**src/rtl/cla_pkg.sv**
```systemverilog
// Shared definitions for the pipelined carry-lookahead adder: stage count,
// the per-stage pipeline record and the parameter legality check.
package cla_pkg;

   // Widest operand the stage record can carry; narrower adders use the low bits.
   localparam int MAXW = 64;

   // Number of pipeline stages: one register stage per lookahead group.
   function automatic int cla_nstg(input int width, input int group);
      return width / group;
   endfunction

   // WIDTH must be 4..64 and a whole number of groups; GROUP must be 1..8.
   function automatic bit cla_params_ok(input int width, input int group);
      return (group >= 1) && (group <= 8) && (width >= 4) && (width <= MAXW)
             && ((width % group) == 0);
   endfunction

   // One beat in flight: finished low sum bits, carry into the next group,
   // the raw operands still waiting for their group, the mode flag, and the
   // overflow flag produced by the group that was just processed.
   typedef struct packed {
      logic            valid;
      logic            sub;
      logic            carry;
      logic            ovf;
      logic [MAXW-1:0] sum;
      logic [MAXW-1:0] a;
      logic [MAXW-1:0] b;
   } cla_stage_t;

endpackage

```
**src/rtl/cla_group.sv**
```systemverilog
// GROUP-bit combinational carry-lookahead block. Every internal carry is a
// flat sum of products of generate/propagate terms and the group carry-in.
module cla_group
   import cla_pkg::*;
#(
   parameter int GROUP = 4
) (
   input  logic [GROUP-1:0] a,
   input  logic [GROUP-1:0] b,
   input  logic             cin,
   output logic [GROUP-1:0] sum,
   output logic             grp_p,
   output logic             grp_g,
   output logic             cout,
   output logic             ctop
);

   logic [GROUP-1:0] p;
   logic [GROUP-1:0] g;
   logic [GROUP:0]   c;
   logic             gg;

   assign p = a ^ b;
   assign g = a & b;

   // Expand each carry c[i] = g[i-1] | p[i-1]g[i-2] | ... | p[i-1..0]cin.
   always_comb begin
      logic prod;
      logic acc;
      c    = '0;
      c[0] = cin;
      gg   = 1'b0;
      prod = 1'b1;
      acc  = 1'b0;
      for (int i = 1; i <= GROUP; i++) begin
         prod = 1'b1;
         acc  = 1'b0;
         for (int j = i - 1; j >= 0; j--) begin
            acc  = acc | (prod & g[j]);
            prod = prod & p[j];
         end
         c[i] = acc | (prod & cin);
         if (i == GROUP) begin
            gg = acc;
         end
      end
   end

   assign sum   = p ^ c[GROUP-1:0];
   assign grp_p = &p;
   assign grp_g = gg;
   assign cout  = c[GROUP];
   assign ctop  = c[GROUP-1];

endmodule

```
**src/rtl/cla_pipe_adder.sv**
```systemverilog
// Pipelined WIDTH-bit carry-lookahead adder/subtractor. Each stage resolves
// one GROUP-bit slice using the carry registered by the stage before it; the
// finished low bits ride along with the beat so the result leaves aligned.
// A single global stall freezes every stage while the consumer holds off.
module cla_pipe_adder
   import cla_pkg::*;
#(
   parameter int WIDTH = 16,
   parameter int GROUP = 4
) (
   input  logic             clk,
   input  logic             rst_n,
   input  logic             in_valid,
   output logic             in_ready,
   input  logic [WIDTH-1:0] in_a,
   input  logic [WIDTH-1:0] in_b,
   input  logic             in_sub,
   input  logic             in_cin,
   output logic             out_valid,
   input  logic             out_ready,
   output logic [WIDTH-1:0] out_sum,
   output logic             out_cout,
   output logic             out_ovf
);

   localparam int NSTG = cla_nstg(WIDTH, GROUP);

   if (!cla_params_ok(WIDTH, GROUP)) begin : g_bad_params
      $error("cla_pipe_adder: WIDTH must be 4..64 and a multiple of GROUP (1..8)");
   end

   cla_stage_t stg_q [NSTG];
   cla_stage_t stg_d [NSTG];
   logic       stall;

   assign stall    = stg_q[NSTG-1].valid && !out_ready;
   assign in_ready = !stall;

   for (genvar k = 0; k < NSTG; k++) begin : g_stage
      cla_stage_t       src;
      cla_stage_t       nxt;
      logic [GROUP-1:0] grp_a;
      logic [GROUP-1:0] grp_b;
      logic [GROUP-1:0] grp_sum;
      logic             grp_p;
      logic             grp_g;
      logic             grp_cout;
      logic             grp_ctop;

      if (k == 0) begin : g_head
         // Stage 0 takes its beat straight from the input port; subtract forces carry-in 1.
         always_comb begin
            src       = '0;
            src.valid = in_valid;
            src.sub   = in_sub;
            src.carry = in_sub | in_cin;
            src.a     = MAXW'(in_a);
            src.b     = MAXW'(in_b);
         end
      end else begin : g_body
         assign src = stg_q[k-1];
      end

      assign grp_a = src.a[k*GROUP +: GROUP];
      assign grp_b = src.sub ? ~src.b[k*GROUP +: GROUP] : src.b[k*GROUP +: GROUP];

      cla_group #(
         .GROUP (GROUP)
      ) u_group (
         .a     (grp_a),
         .b     (grp_b),
         .cin   (src.carry),
         .sum   (grp_sum),
         .grp_p (grp_p),
         .grp_g (grp_g),
         .cout  (grp_cout),
         .ctop  (grp_ctop)
      );

      // Merge this group's sum into the beat and form the carry for the next group.
      always_comb begin
         nxt                        = src;
         nxt.sum[k*GROUP +: GROUP]  = grp_sum;
         nxt.carry                  = grp_g | (grp_p & src.carry);
         nxt.ovf                    = grp_ctop ^ grp_cout;
      end

      assign stg_d[k] = nxt;
   end

   // Advance all stages together unless stalled; bubbles clear valid but keep data.
   always_ff @(posedge clk or negedge rst_n) begin
      if (!rst_n) begin
         for (int k = 0; k < NSTG; k++) begin
            stg_q[k] <= '0;
         end
      end else if (!stall) begin
         for (int k = 0; k < NSTG; k++) begin
            if (stg_d[k].valid) begin
               stg_q[k] <= stg_d[k];
            end else begin
               stg_q[k].valid <= 1'b0;
            end
         end
      end
   end

   assign out_valid = stg_q[NSTG-1].valid;
   assign out_sum   = stg_q[NSTG-1].sum[WIDTH-1:0];
   assign out_cout  = stg_q[NSTG-1].carry;
   assign out_ovf   = stg_q[NSTG-1].ovf;

endmodule

```
**config.mk**
```make
export PLATFORM = sky130hd
export DESIGN_NAME = cla_pipe_adder
export DESIGN_NICKNAME = d
export VERILOG_FILES = /design/src/rtl/cla_pkg.sv /design/src/rtl/cla_group.sv /design/src/rtl/cla_pipe_adder.sv
export SDC_FILE = /design/constraint.sdc
export NUM_CORES = 1
export LEC_CHECK = 0
export ABC_AREA = 1
export ABC_CLOCK_PERIOD_IN_PS = 2500
export CORE_ASPECT_RATIO = 1.2
export CORE_MARGIN = 2
export CORE_UTILIZATION = 31
export CTS_CLUSTER_DIAMETER = 30
export DETAILED_ROUTE_END_ITERATION = 10
export SETUP_SLACK_MARGIN = 0.1
export SYNTH_ARGS = -nofsm -noshare
export SYNTH_HDL_FRONTEND = slang
export SYNTH_SLANG_ARGS = --single-unit
```
**constraint.sdc**
```tcl
create_clock -name clk -period 2.5 [get_ports clk]
set_input_delay 0.25 -clock clk [delete_from_list [all_inputs] [get_ports clk]]
set_output_delay 0.25 -clock clk [all_outputs]
set_load 0.02 [all_outputs]
```
==> Word level (Yosys, flattened, before mapping) <==
Cells that the tools add are included.
{ "op_classes": {"n_reduce_logical": 11, "muxes": 8, "bitwise_logic": 122} }
{ "op_table": {"columns": ["cell", "n"], "rows": [
  ["AND 1 bit", 62],
  ["OR 1 bit", 42],
  ["bitwise XOR 4 bit", 8],
  ["AND 4 bit", 4],
  ["two-way mux 4 bit", 4],
  ["NOT 4 bit", 4],
  ["AND reduction 4 bit", 4],
  ["AND reduction 2 bit", 4],
  ["two-way mux 1 bit", 4],
  ["zero test 1 bit", 2],
  ["logical AND 1 bit", 1],
  ["NOT 1 bit", 1],
  ["bitwise XOR 1 bit", 1]
]} }
{ "totals": {"word_cells": 163, "output_inout_bits": 20, "regBits": 148} }

==> Longest topological paths before layout <==
{ "logic_depth": {"depth_word": 9, "mapped_depth": 10, "ltp_nobuf": 9} }

==> Cells and area by module <==
From an unflattened synthesis, not the netlist that was laid out.
{ "unflattened": {"hier_cells": 600, "hier_area_um2": 4932.2} }
{ "modules_own_cells": {"columns": ["module", "seq_area_each_um2", "instances", "cells_per_inst", "area_each_um2"], "rows": [
  ["cla_pipe_adder", 2502.4, 1, 452, 4041.4],
  ["cla_group at g_stage[2].u_group ...", 0.0, 2, 37, 220.2],
  ["cla_group at g_stage[1].u_group", 0.0, 1, 37, 227.7],
  ["cla_group at g_stage[0].u_group", 0.0, 1, 37, 222.7]
]} }

==> Least setup slack after synthesis <==
Ideal clock, no wire load.
{ "synth_path": {"path_kind": "flip-flop to flip-flop", "start": "register stg_q, in the netlist g_stage[3].nxt[194]", "end": "register stg_q, in the netlist out_ovf", "n_path_buf": 1, "synth_period_minus_slack_ns": 1.734, "stages_incl_launch_ff": 9, "slack_ns": 0.766, "arrival_time_ns": 1.616, "cell_sequence": "dfrtp_1 -> clkbuf_1 -> xor2_1 -> ha_1 -> or2_2 -> nand3_1 -> nand3_1 -> nand3_1 -> nand2_1"} }
{ "synth_via": {"elab_chain_len": 8, "elab_cells_between_ends": 23, "cone_classes": "1 x mux; 22 x bitwise"} }
{ "synth_rtl": {"columns": ["item", "line", "source"], "rows": [
  ["start: declaration", "cla_pipe_adder.sv:32", "cla_stage_t stg_q [NSTG];"],
  ["start signal: indexed assignment", "cla_pipe_adder.sv:100", "stg_q[k] <= stg_d[k];"],
  ["two-way mux 4 bit *", "cla_pipe_adder.sv:65", "assign grp_b = src.sub ? ~src.b[k*GROUP +: GROUP] : src.b[k*GROUP +: GROUP];"],
  ["bitwise XOR 4 bit or AND 4 bit (tied branches)", "cla_group.sv:23, cla_group.sv:24", null],
  ["AND 1 bit, on equally long branches", "cla_group.sv:39, cla_group.sv:40", null],
  ["OR 1 bit, or another cell as far along (2 in a row)", "cla_group.sv:39", "acc = acc | (prod & g[j]);"],
  ["OR 1 bit or AND 1 bit (tied branches)", "cla_group.sv:39, cla_group.sv:42", null],
  ["OR 1 bit", "cla_group.sv:42", "c[i] = acc | (prod & cin);"],
  ["bitwise XOR 1 bit *", "cla_pipe_adder.sv:85", "nxt.ovf = grp_ctop ^ grp_cout;"]
]} }
Mark *: on every way between the ends. The rest lies on a longest branch, timed or not.
A chain may end at the register's enable or synchronous reset.

==> Worst setup path after layout <==
{ "layout_path": {"start": "input out_ready", "end": "output in_ready"} }
{ "layout_via": {"elab_chain_len": 3} }
{ "layout_rtl": {"columns": ["item", "line", "source"], "rows": [
  ["start: declaration", "cla_pipe_adder.sv:20", "input logic out_ready,"],
  ["zero test 1 bit", "cla_pipe_adder.sv:36", "assign stall = stg_q[NSTG-1].valid && !out_ready;"],
  ["logical AND 1 bit", "cla_pipe_adder.sv:36", null],
  ["zero test 1 bit", null, null],
  ["end: declaration", "cla_pipe_adder.sv:14", "output logic in_ready,"]
]} }
No other way between the ends.

==> flow_metrics.tcl <==
set metrics [dict create \
    final_nets 654 \
    period_minus_slack_ns 1.99 \
    n_antenna_cell 0 \
    setup_viol 0 \
    drive_gt1_frac 0.0566 \
    drt_iter0_drc 172 \
    clock_skew_ns 0.00614 \
    io_buffers 57 \
    syn_inst 543 \
    root_buffer "clkbuf_16" \
    end_kind "output pin" \
    tightest_slew_ns 0.571 \
    yosys.area.top_type "dfrtp_1" \
    synth.most_common_cell "nand2_1" \
    drt_first_pass_iters 6 \
    ys_seq_elements 100 \
    finish.utilization 0.384 \
    critical_path_peak_fanout 5 \
    gp_congestion 0.855 \
    dp_hpwl_mm 7.03 \
    cts_buffers 9 \
    finalWorstSetupSlack_ns 0.511 \
    cp.arrival_ns 1.74 \
    synthTopCellsByArea "dfrtp_1 (53%), nand2_1 (18%), o21ai_0 (4.3%), ha_1 (4.2%), inv_1 (3.6%)" \
    synth_nets 601 \
    outcome "finished, final reports clean" \
    cts_max_level 3 \
    finalHoldViolations 0 \
    start_kind "primary input" \
    synth_area_sq_um 4760 \
    dieHeight_um 140 \
    start_util 0.317 \
    place_ws_ns 0.372 \
    viasPerCell 4.42 \
    fmax_ghz 0.503 \
    cts.clk_slew.worst_paths_ns 0.07 \
    slowest_stage "clkdlybuf4s50_1" \
    cp_top_family "buffers and inverters" \
    cts_sinks 100 \
    core_sq_um 15000 \
    antenna_found_initial 0 \
    crit_chain "clkdlybuf4s50_1 > nor2_8 > inv_1 > clkdlybuf4s50_1" \
    grt_max_degree 59 \
    die_area_sq_um 16400 \
    worstPathRequired_ns 2.25 \
    wire_per_inst_um 11.9 \
    fin_tns_setup_ns 0 \
    yosysTopAreaCellShare 0.526 \
    routed_wl_mm 9.55 \
    slew_viol_final 0 \
    drc 0 \
    synth_cell_type_count 28 \
    grt_remaining_overflow 0 \
    min_path_type "primary input to async pin" \
    clock_latency_ns 0.35 \
    gr-usage-all-layers 0.127 \
    cts_resized 0 \
    antenna_left 0 \
    cts.path.max_buffers 2 \
    crit_top_cell "clkdlybuf4s50_1" \
    cp_num_buf_inv 3 \
    period_share 0.796 \
    maxCapViolCount 0 \
    slew_headroom 0.620 \
    syn_to_final_growth_pct 21.4 \
    row_count 49 \
    synth_edf_count 0 \
    yosysSeqAreaShare 0.526 \
    peakVddDrop_uv 412 \
    p_leak_nw 2.91 \
    cellPowerDensity_nw_per_um2 1220 \
    path_class "primary input to output pin" \
    synthTopCellsByCount "nand2_1 (228), dfrtp_1 (100), inv_1 (45), o21ai_0 (41), nand3_1 (20)" \
    fp.dieW_um 117 \
    io_pins 58 \
    synthArstFlopShare 1.00 \
    synth_warnings 0 \
    dr_total_vias 3559 \
    crit_path_max_incr_delay_ns 0.56 \
    rsz0062_at_grt "no" \
    synth_ff_type "dfrtp_1" \
    cts_tree "done" \
    grt_pass1_wl_mm 16.7 \
    synth_area_per_cell_sq_um 8.76 \
    grt_pass1_vias 3692 \
]
-- worst register-to-register path, stage by stage (launching register included) --
cell and delay [ns]:
dfrtp_1 0.47, xor2_1 0.24, ha_1 0.35, nand2_1 0.07, nand2_1 0.09, o21ai_0 0.11
or2_2 0.29, nand3_1 0.07, nand2_1 0.05
-- flip-flops by register name, indices dropped and copies added (netlist names) --
name	cells
out_ovf	1
out_valid	1
out_sum	16
g_stage.src	3
g_stage.nxt	66
g_stage.grp_a	12
out_cout	1
-- layer usage --
metal,vias up,GRT usage,part of all wire
met5,-,0,0
met4,0,0.0526,0.021
met3,23,0.0322,0.044
met2,85,0.209,0.49
met1,1643,0.156,0.45
li1,1808,-,-
-- what timing repair did --
action,4_1_cts,5_1_grt
hold endpoints to repair,42,0
hold buffers,1,0
buffers inserted,0,0
-- worst paths after layout --
check | cells after the start | slack [ns] | end | startpoint
max in group asynchronous | 3 | 1.38 | g_stage[2].grp_a[0]$_DFFE_PN0P_ | rst_n
min in group clk | 3 | 0.44 | g_stage[1].nxt[75]$_DFFE_PN0P_ | in_a[11]
worst max-delay path | 4 | 0.51 | in_ready | out_ready
worst min register to register | 2 | 0.47 | g_stage[2].nxt[76]$_DFFE_PN0P_ | g_stage[2].nxt[76]$_DFFE_PN0P_
worst min-delay path | 2 | 0.43 | out_sum[15]$_DFFE_PN0P_ | rst_n
worst max register to register | 8 | 0.65 | g_stage[2].nxt[134]$_DFFE_PN0P_ | g_stage[1].nxt[194]$_DFFE_PN0P_
-- placed cells by master, fill, tap and decap left out, drive strengths merged --
cell type	synthesis	layout
clkinv	0	4
dlygate4sd3	0	1
o22ai	2	2
inv	49	49
dfrtp	100	100
o21ai	49	49
xor2	16	16
a31oi	1	1
nand2	228	228
clkbuf	3	12
xnor2	4	4
nand3b	3	3
nor2	14	14
nor3	1	1
buf	17	5
nand3	20	20
ha	16	16
clkdlybuf4s50	0	56
nand4	4	4
or2	2	2
a21oi	10	10
fa	4	4
-- cell families after synthesis --
kind of cell	after synthesis	synth area share
and+or+nand+nor	272	0.241
DFF	100	0.526
buffers and inverters	69	0.0681
AOI/OAI and AO/OA	62	0.0689
xor gates and xnor gates	20	0.0368
adders and majority gates	20	0.0589
-- where the power goes --
| group | switching [mW] | internal [mW] | total, mW |
|---|---|---|---|
| Sequential | 0.365 | 2.26 | 2.63 |
| Clock | 0.566 | 0.725 | 1.29 |
| Combinational | 1.84 | 1.25 | 3.09 |
-- cell type report --
type	count	area, sq um
fillers	1542	9250
flip-flops and latches	100	2500
multi-input cells	374	1930
repair buffers	62	621
clock buffers	12	256
well taps	204	255
inverters	49	186
clock inverters	4	23.8
-- per-stage QoR --
step | hold slack [ns] | total power, mW | cell area, sq um | std cells
after floorplan | -0.0456 | 4.92 | 4760 | 543
after global placement | 0.276 | 5.62 | 5480 | 788
after detailed placement | 0.289 | 5.76 | 5480 | 788
after CTS | 0.434 | 7.09 | 5770 | 805
after global routing | 0.456 | 7.67 | 5770 | 805
final | 0.432 | 7.02 | 5770 | 805
Power figures use the tool's default switching activity.
